===== src/rtl/shift_ctrl8_if.sv =====
// Command and shifter-drive bundle for shift_ctrl8.
// The slave modport is the sequencer's view. The master modport is the view of the command source and the shifter.
interface shift_ctrl8_if;
  logic       start;
  logic [1:0] cmd;
  logic [2:0] amount;
  logic [7:0] data;
  logic       ready;
  logic       busy;
  logic       done;
  logic [2:0] op;
  logic [1:0] shamt;
  logic [7:0] d_load;

  modport slave (
    input  start, cmd, amount, data,
    output ready, busy, done, op, shamt, d_load
  );

  modport master (
    output start, cmd, amount, data,
    input  ready, busy, done, op, shamt, d_load
  );
endinterface


===== src/rtl/shift_ctrl8.sv =====
// Command sequencer for the 8-bit shifter: issues LOAD, then greedy steps of at most 3.
// Outputs are decoded from the state, kind, remainder and operand registers.
module shift_ctrl8 (
  input  logic          clk,
  input  logic          reset,
  shift_ctrl8_if.slave  bus
);

  typedef enum logic [1:0] {
    S_IDLE  = 2'd0,
    S_LOAD  = 2'd1,
    S_SHIFT = 2'd2,
    S_DONE  = 2'd3
  } state_t;

  typedef enum logic [1:0] {
    K_LSL  = 2'b00,
    K_LSR  = 2'b01,
    K_ASR  = 2'b10,
    K_LOAD = 2'b11
  } kind_t;

  typedef enum logic [2:0] {
    OP_NOP  = 3'b000,
    OP_LOAD = 3'b001,
    OP_LSL  = 3'b010,
    OP_LSR  = 3'b011,
    OP_ASR  = 3'b100
  } op_t;

  state_t     state_q, state_d;
  kind_t      kind_q, kind_d;
  logic [2:0] rem_q, rem_d;
  logic [7:0] data_q, data_d;

  logic [1:0] step;
  logic [2:0] rem_after;
  op_t        shift_op;

  // Greedy split: a remainder of 3 or more always takes a full step of 3.
  always_comb begin
    step      = (rem_q > 3'd3) ? 2'd3 : rem_q[1:0];
    rem_after = rem_q - {1'b0, step};
  end

  always_comb begin
    shift_op = OP_NOP;
    case (kind_q)
      K_LSL:   shift_op = OP_LSL;
      K_LSR:   shift_op = OP_LSR;
      K_ASR:   shift_op = OP_ASR;
      default: shift_op = OP_NOP;
    endcase
  end

  always_comb begin
    state_d = state_q;
    kind_d  = kind_q;
    rem_d   = rem_q;
    data_d  = data_q;
    case (state_q)
      S_IDLE: begin
        if (bus.start) begin
          kind_d  = kind_t'(bus.cmd);
          rem_d   = bus.amount;
          data_d  = bus.data;
          state_d = S_LOAD;
        end
      end
      S_LOAD: begin
        if (kind_q == K_LOAD || rem_q == 3'd0) begin
          state_d = S_DONE;
        end else begin
          state_d = S_SHIFT;
        end
      end
      S_SHIFT: begin
        rem_d = rem_after;
        if (rem_after == 3'd0) begin
          state_d = S_DONE;
        end
      end
      S_DONE: begin
        state_d = S_IDLE;
      end
      default: begin
        state_d = S_IDLE;
      end
    endcase
  end

  always_ff @(posedge clk) begin
    if (reset) begin
      state_q <= S_IDLE;
      kind_q  <= K_LSL;
      rem_q   <= '0;
      data_q  <= '0;
    end else begin
      state_q <= state_d;
      kind_q  <= kind_d;
      rem_q   <= rem_d;
      data_q  <= data_d;
    end
  end

  always_comb begin
    bus.ready  = 1'b0;
    bus.busy   = 1'b0;
    bus.done   = 1'b0;
    bus.op     = OP_NOP;
    bus.shamt  = '0;
    bus.d_load = data_q;
    case (state_q)
      S_IDLE: begin
        bus.ready = 1'b1;
      end
      S_LOAD: begin
        bus.busy = 1'b1;
        bus.op   = OP_LOAD;
      end
      S_SHIFT: begin
        bus.busy  = 1'b1;
        bus.op    = shift_op;
        bus.shamt = step;
      end
      S_DONE: begin
        bus.done = 1'b1;
      end
      default: begin
        bus.op = OP_NOP;
      end
    endcase
  end

endmodule


===== src/flat_wrapper.sv =====
// flat-port wrapper written by rule: the top's interface ports become plain ports
module shift_ctrl8_flat 
  (clk, reset, bus_start, bus_cmd, bus_amount, bus_data, bus_ready, bus_busy, bus_done, bus_op, bus_shamt, bus_d_load);
  shift_ctrl8_if bus_i ();
  input  logic clk;
  input  logic reset;
  input wire logic [$bits(bus_i.start)-1:0] bus_start;
  input wire logic [$bits(bus_i.cmd)-1:0] bus_cmd;
  input wire logic [$bits(bus_i.amount)-1:0] bus_amount;
  input wire logic [$bits(bus_i.data)-1:0] bus_data;
  output wire logic [$bits(bus_i.ready)-1:0] bus_ready;
  output wire logic [$bits(bus_i.busy)-1:0] bus_busy;
  output wire logic [$bits(bus_i.done)-1:0] bus_done;
  output wire logic [$bits(bus_i.op)-1:0] bus_op;
  output wire logic [$bits(bus_i.shamt)-1:0] bus_shamt;
  output wire logic [$bits(bus_i.d_load)-1:0] bus_d_load;
  assign bus_i.start = bus_start;
  assign bus_i.cmd = bus_cmd;
  assign bus_i.amount = bus_amount;
  assign bus_i.data = bus_data;
  assign bus_ready = bus_i.ready;
  assign bus_busy = bus_i.busy;
  assign bus_done = bus_i.done;
  assign bus_op = bus_i.op;
  assign bus_shamt = bus_i.shamt;
  assign bus_d_load = bus_i.d_load;
  shift_ctrl8 u_core (.clk(clk), .reset(reset), .bus(bus_i));
endmodule

===== config.mk =====
export PLATFORM = sky130hd
export DESIGN_NAME = shift_ctrl8_flat
export DESIGN_NICKNAME = d
export VERILOG_FILES = /design/src/rtl/shift_ctrl8_if.sv /design/src/rtl/shift_ctrl8.sv /design/src/flat_wrapper.sv
export SDC_FILE = /design/constraint.sdc
export NUM_CORES = 1
export LEC_CHECK = 0
export BUFFER_PORTS_ARGS = -buffer_cell sky130_fd_sc_hd__buf_2
export CORE_MARGIN = 2
export CORE_UTILIZATION = 45
export DETAILED_ROUTE_END_ITERATION = 6
export HOLD_SLACK_MARGIN = 0.1
export PLACE_DENSITY = 0.76
export SLEW_MARGIN = 0
export SYNTH_ARGS = -nofsm -noshare
export SYNTH_HDL_FRONTEND = slang
export SYNTH_SLANG_ARGS = --single-unit

===== constraint.sdc =====
create_clock -name clk -period 1.7 [get_ports clk]
set_input_delay 0.34 -clock clk [delete_from_list [all_inputs] [get_ports clk]]
set_output_delay 0.34 -clock clk [all_outputs]
set_load 0.01 [all_outputs]

# ---- After elaboration in Yosys (flattened, before gate mapping)
# Index checks and enable logic that the tools add are counted.
dict set report totals {
  register_bits 15
}
dict set report op_classes {
  n_addsub 1
  n_lt_le_gt_ge 1
  n_eq_ne 8
  muxes 13
  n_reduce_logical 10
}
# op count
set op_table {}
lappend op_table {{case mux 3 bit (2 select lines)} 2}
lappend op_table {{case mux 3 bit (3 select lines)} 1}
lappend op_table {{== test 2 bit, second input constant} 4}
lappend op_table {{2-to-1 mux 2 bit} 4}
lappend op_table {{case mux 2 bit (4 select lines)} 1}
lappend op_table {{zero test 3 bit} 2}
lappend op_table {{AND reduction 2 bit} 3}
lappend op_table {{== test 2 x 1 -> 1 bit, second input constant} 2}
lappend op_table {{zero test 2 bit} 2}
lappend op_table {{2-to-1 mux 1 bit} 4}
lappend op_table {{greater-than comparator 3 x 2 -> 1 bit, second input constant} 1}
lappend op_table {{2-to-1 mux 3 bit} 1}
lappend op_table {{subtractor 3 x 2 -> 3 bit} 1}
lappend op_table {{inequality test 2 x 1 -> 1 bit, second input constant} 1}
lappend op_table {{inequality test 2 bit, second input constant} 1}
lappend op_table {{nonzero test 2 bit} 1}
lappend op_table {{OR reduction 2 bit} 1}
lappend op_table {{logical OR 1 bit} 1}

# ---- Depth between registers and ports, before layout
dict set report depth {
  word_depth 6
  mapped_depth 7
  mapped_depth_nobuf 7
}

# ---- Least setup slack after synthesis
# No wires, ideal clock.
dict set report synth_path {
  path_kind {register -> output}
  start {reg u_core.state_q[0]}
  end {out bus_op[0]}
  arrival_ns 1.310
  t_required_ns 1.360
  path_slack_ns 0.050
  stages_incl_launch_ff 6
  path_buffers 0
  path_cell_list {dfxtp_1 -> inv_1 -> ha_1 -> nand2_1 -> nor2_1 -> a22o_1}
}
dict set report synth_via {
  elab_chain_cells 2
}
# element line
set synth_rtl {}
lappend synth_rtl {{start, declared} shift_ctrl8.sv:31} ;# state_t state_q, state_d;
lappend synth_rtl {{start signal, assigned} shift_ctrl8.sv:99} ;# state_q <= state_d;
lappend synth_rtl {{== test 2 bit / == test 2 x 1 -> 1 bit (equally long branches)} shift_ctrl8.sv:113} ;# case (state_q)
lappend synth_rtl {{case mux 3 bit (2 select lines) (*)} shift_ctrl8.sv:113}
lappend synth_rtl {{end, declared} flat_wrapper.sv:14} ;# output wire logic [$bits(bus_i.op)-1:0] bus_op;
# Mark *: on every way between the ends. The rest lies on a longest branch, timed or not.

# ---- Worst setup path after layout
dict set report layout_path {
  start {reg u_core.state_q[1]}
  end {out bus_op[0]}
}
# The elaborated chain is that of the path after synthesis.

==> impl_metrics.tcl <==
set metrics [dict create \
    max_stage_delay_ps 370 \
    synth-warning-count 0 \
    maxCapViolations 0 \
    irDropWorstVdd_mv 0.947 \
    dp_cells 141 \
    gr-usage-all-layers_pct 19.9 \
    clock-sinks 15 \
    yosysSeqAreaShare_pct 39.1 \
    clockBufferDepth 2 \
    cp.required_ps 1360 \
    cpMaxStageDelayCell "dfxtp_4" \
    cts_buffers 3 \
    setup_viol 1 \
    cts_tree "yes" \
    crit_chain "buf_4 > ha_4 > nand2_4 > nor2_4 > a22o_1 > buf_2" \
    seq_area_um2 305 \
    arrival_ps 1400 \
    min_period_ps 1740 \
    antenna_cells 0 \
    wl_per_cell_um 12.3 \
    viasPerCell 5.27 \
    routed_wl_mm 1.85 \
    syn2layout_area_growth_pct 39.4 \
    holdBufCountCts 0 \
    ys_types 27 \
    grt_max_degree 16 \
    drt_pass1_iterations 4 \
    p_leak_uw 0.000500 \
    slew_headroom_pct 77.5 \
    gp_congestion 0.814 \
    crit_fanout 4 \
    mappedNetlistNets 116 \
    cts-root-buf "clkbuf_4" \
    grt_pass1_vias 738 \
    fin_worst_skew_ps 7.97 \
    fin_crit_sh_pct 103 \
    start_kind "register" \
    hold_viol 0 \
    r2r_start "u_core.state_q[1]" \
    ant_nets 0 \
    final_cells 150 \
    crit_type "register to output pin" \
    overflow 0 \
    die_w_um 45.3 \
    row_count 14 \
    grt_setup_unrepaired "true" \
    synth_area_per_cell_um2 8.09 \
    htree_levels 1 \
    crit_path_end_kind "output pin" \
    drive_above_1_share_pct 43.3 \
    hold_class "primary input to register" \
    vias 790 \
    multi_input_area_um2 475 \
    place_hpwl_mm 1.31 \
    core_mm2 0.00156 \
    initialDrtViolationCount 14 \
    startpoint "u_core.state_q[1]" \
    slew_viol_final 0 \
    grt_pass1_wl_mm 2.98 \
    nFillCells 138 \
    drc 0 \
    io_pins 32 \
    fin_nets 156 \
    violations "setup timing" \
    start_util_pct 49.3 \
    pwr_density_cell_mw_per_mm2 1710 \
    max_freq_ghz 0.574 \
    syn_inst 95 \
    antenna_found_initial 0 \
    synth_area_um2 768 \
    port_buffers 31 \
    timing.hold.ws_ps 283 \
    clkTransAtPathRegs_ps 90 \
    utilization_pct 68.7 \
    setup_ws_ps -43.5 \
    worst_slew_pin_slew_ps 337 \
    status "finished with violations" \
    yosys_register_bits 15 \
    hp-start "bus_data[3]" \
    clk_latency_ps 280 \
    die_h_um 45.3 \
    dieArea_mm2 0.00205 \
]
==> worst paths after layout <==
kind                           to  slack, ps  depth (start not counted)
max                     bus_op[0]        -40                          6
min          u_core.bus.d_load[3]        280                          3
max reg2reg     u_core.state_q[0]        240                          7
min reg2reg  u_core.bus.d_load[1]        460                          2
==> kinds of logic (layout without fill, tap and decap cells) <==
family / after synthesis / in the layout / synth area share, %
buf+inv: 8 / 47 / 5.21
simple gates: 43 / 43 / 23.9
compound gates: 22 / 22 / 21.0
fa+ha+maj: 5 / 5 / 8.14
mux: 2 / 2 / 2.61
flops: 15 / 15 / 39.1
==> Yosys cell counts <==
cell	number	area (µm²)
ha_1	5	62.6
nand2_2	1	6.26
buf_2	2	10.0
o31ai_1	1	7.51
a211oi_1	1	7.51
nor2_1	9	33.8
and2_1	1	6.26
nor2b_1	1	6.26
buf_6	1	11.3
a22oi_2	1	12.5
nand2b_1	4	25.0
a311oi_2	1	15.0
a311oi_1	1	8.76
a32oi_1	1	8.76
nor3b_1	1	7.51
o21ai_4	1	16.3
a21oi_1	12	60.1
inv_2	1	3.75
a22o_1	1	8.76
a21bo_2	1	10.0
clkbuf_1	1	3.75
inv_1	3	11.3
nand2_1	25	93.8
a31oi_1	1	6.26
dfxtp_1	15	300
mux2i_1	2	20.0
nand3_1	1	5.00
==> power breakdown <==
part           internal [µW]  total (µW)  switching (µW)
Combinational            510        1090             580
Sequential               454         535            80.5
Clock                   91.1         206             115
==> cell type report <==
type / count / area share (%)
multi-input cells: 72 / 44.4
flip-flops and latches: 15 / 28.5
repair buffers: 39 / 20.4
clock buffers: 4 / 2.45
inverters: 4 / 2.34
well taps: 16 / 1.87
==> per-stage QoR <==
step	TNS [ps]	instance area (µm²)	setup slack [ps]	power (µW)
2_1_floorplan	0	768	49.8	1130
3_3_place_gp	0	941	175	1340
3_5_place_dp	0	941	103	1370
4_1_cts	-119	1010	-45.2	1710
5_1_grt	-224	1070	-105	1970
6_report	-43.5	1070	-43.5	1830
==> state kept, by name, summed over array words and instances, names as in the netlist <==
name and count:
u_core.kind_q 2, u_core.bus.d_load 8, u_core.state_q 2, u_core.rem_q 3
==> metal layers <==
metal  share of wire [%]  up-vias  global-route usage, %
met1                  45      359                   24.2
met5                   0        -                      0
li1                    -      395                      -
met3                 4.9        6                   2.40
met4                 2.2        0                   12.4
met2                  48       30                   33.1
==> critical path: cells and delay by family, from the launching register on <==
family                   cells  cell delay [ps]
flip-flops                   1              370
buffers and inverters        2              280
AO/OA/AOI/OAI                1              190
adder cells (fa/ha/maj)      1              170
AND/OR/NAND/NOR              2              110
==> timing repair <==
| item | 4_1_cts | 5_1_grt |
|---|---|---|
| gates cloned | 0 | 0 |
| endpoints found under the setup margin | 5 | 5 |
| pin swaps | 3 | 3 |
| gates resized for setup | 9 | 10 |
| setup buffers | 2 | 3 |
==> cell usage in the layout, fill, tap and decap left out <==
cell type and instances:
a211oi_1 1, a21bo_2 1, a21oi_1 12, a22o_1 1, a22oi_2 1, a311oi_1 1
a311oi_2 1, a31oi_1 1, a32oi_1 1, and2_1 1, buf_2 31, buf_4 7
buf_6 1, clkbuf_1 1, clkbuf_4 3, dfxtp_1 13, dfxtp_2 1, dfxtp_4 1
ha_1 3, ha_4 2, inv_1 1, inv_2 1, inv_4 1, inv_8 1
mux2i_1 2, nand2_1 24, nand2_2 1, nand2_4 1, nand2b_1 4, nand3_1 1
nor2_1 7, nor2_2 1, nor2_4 1, nor2b_1 1, nor3b_2 1, o21ai_4 1
o31ai_1 1
Note: power is estimated with default switching activity, not from simulation.
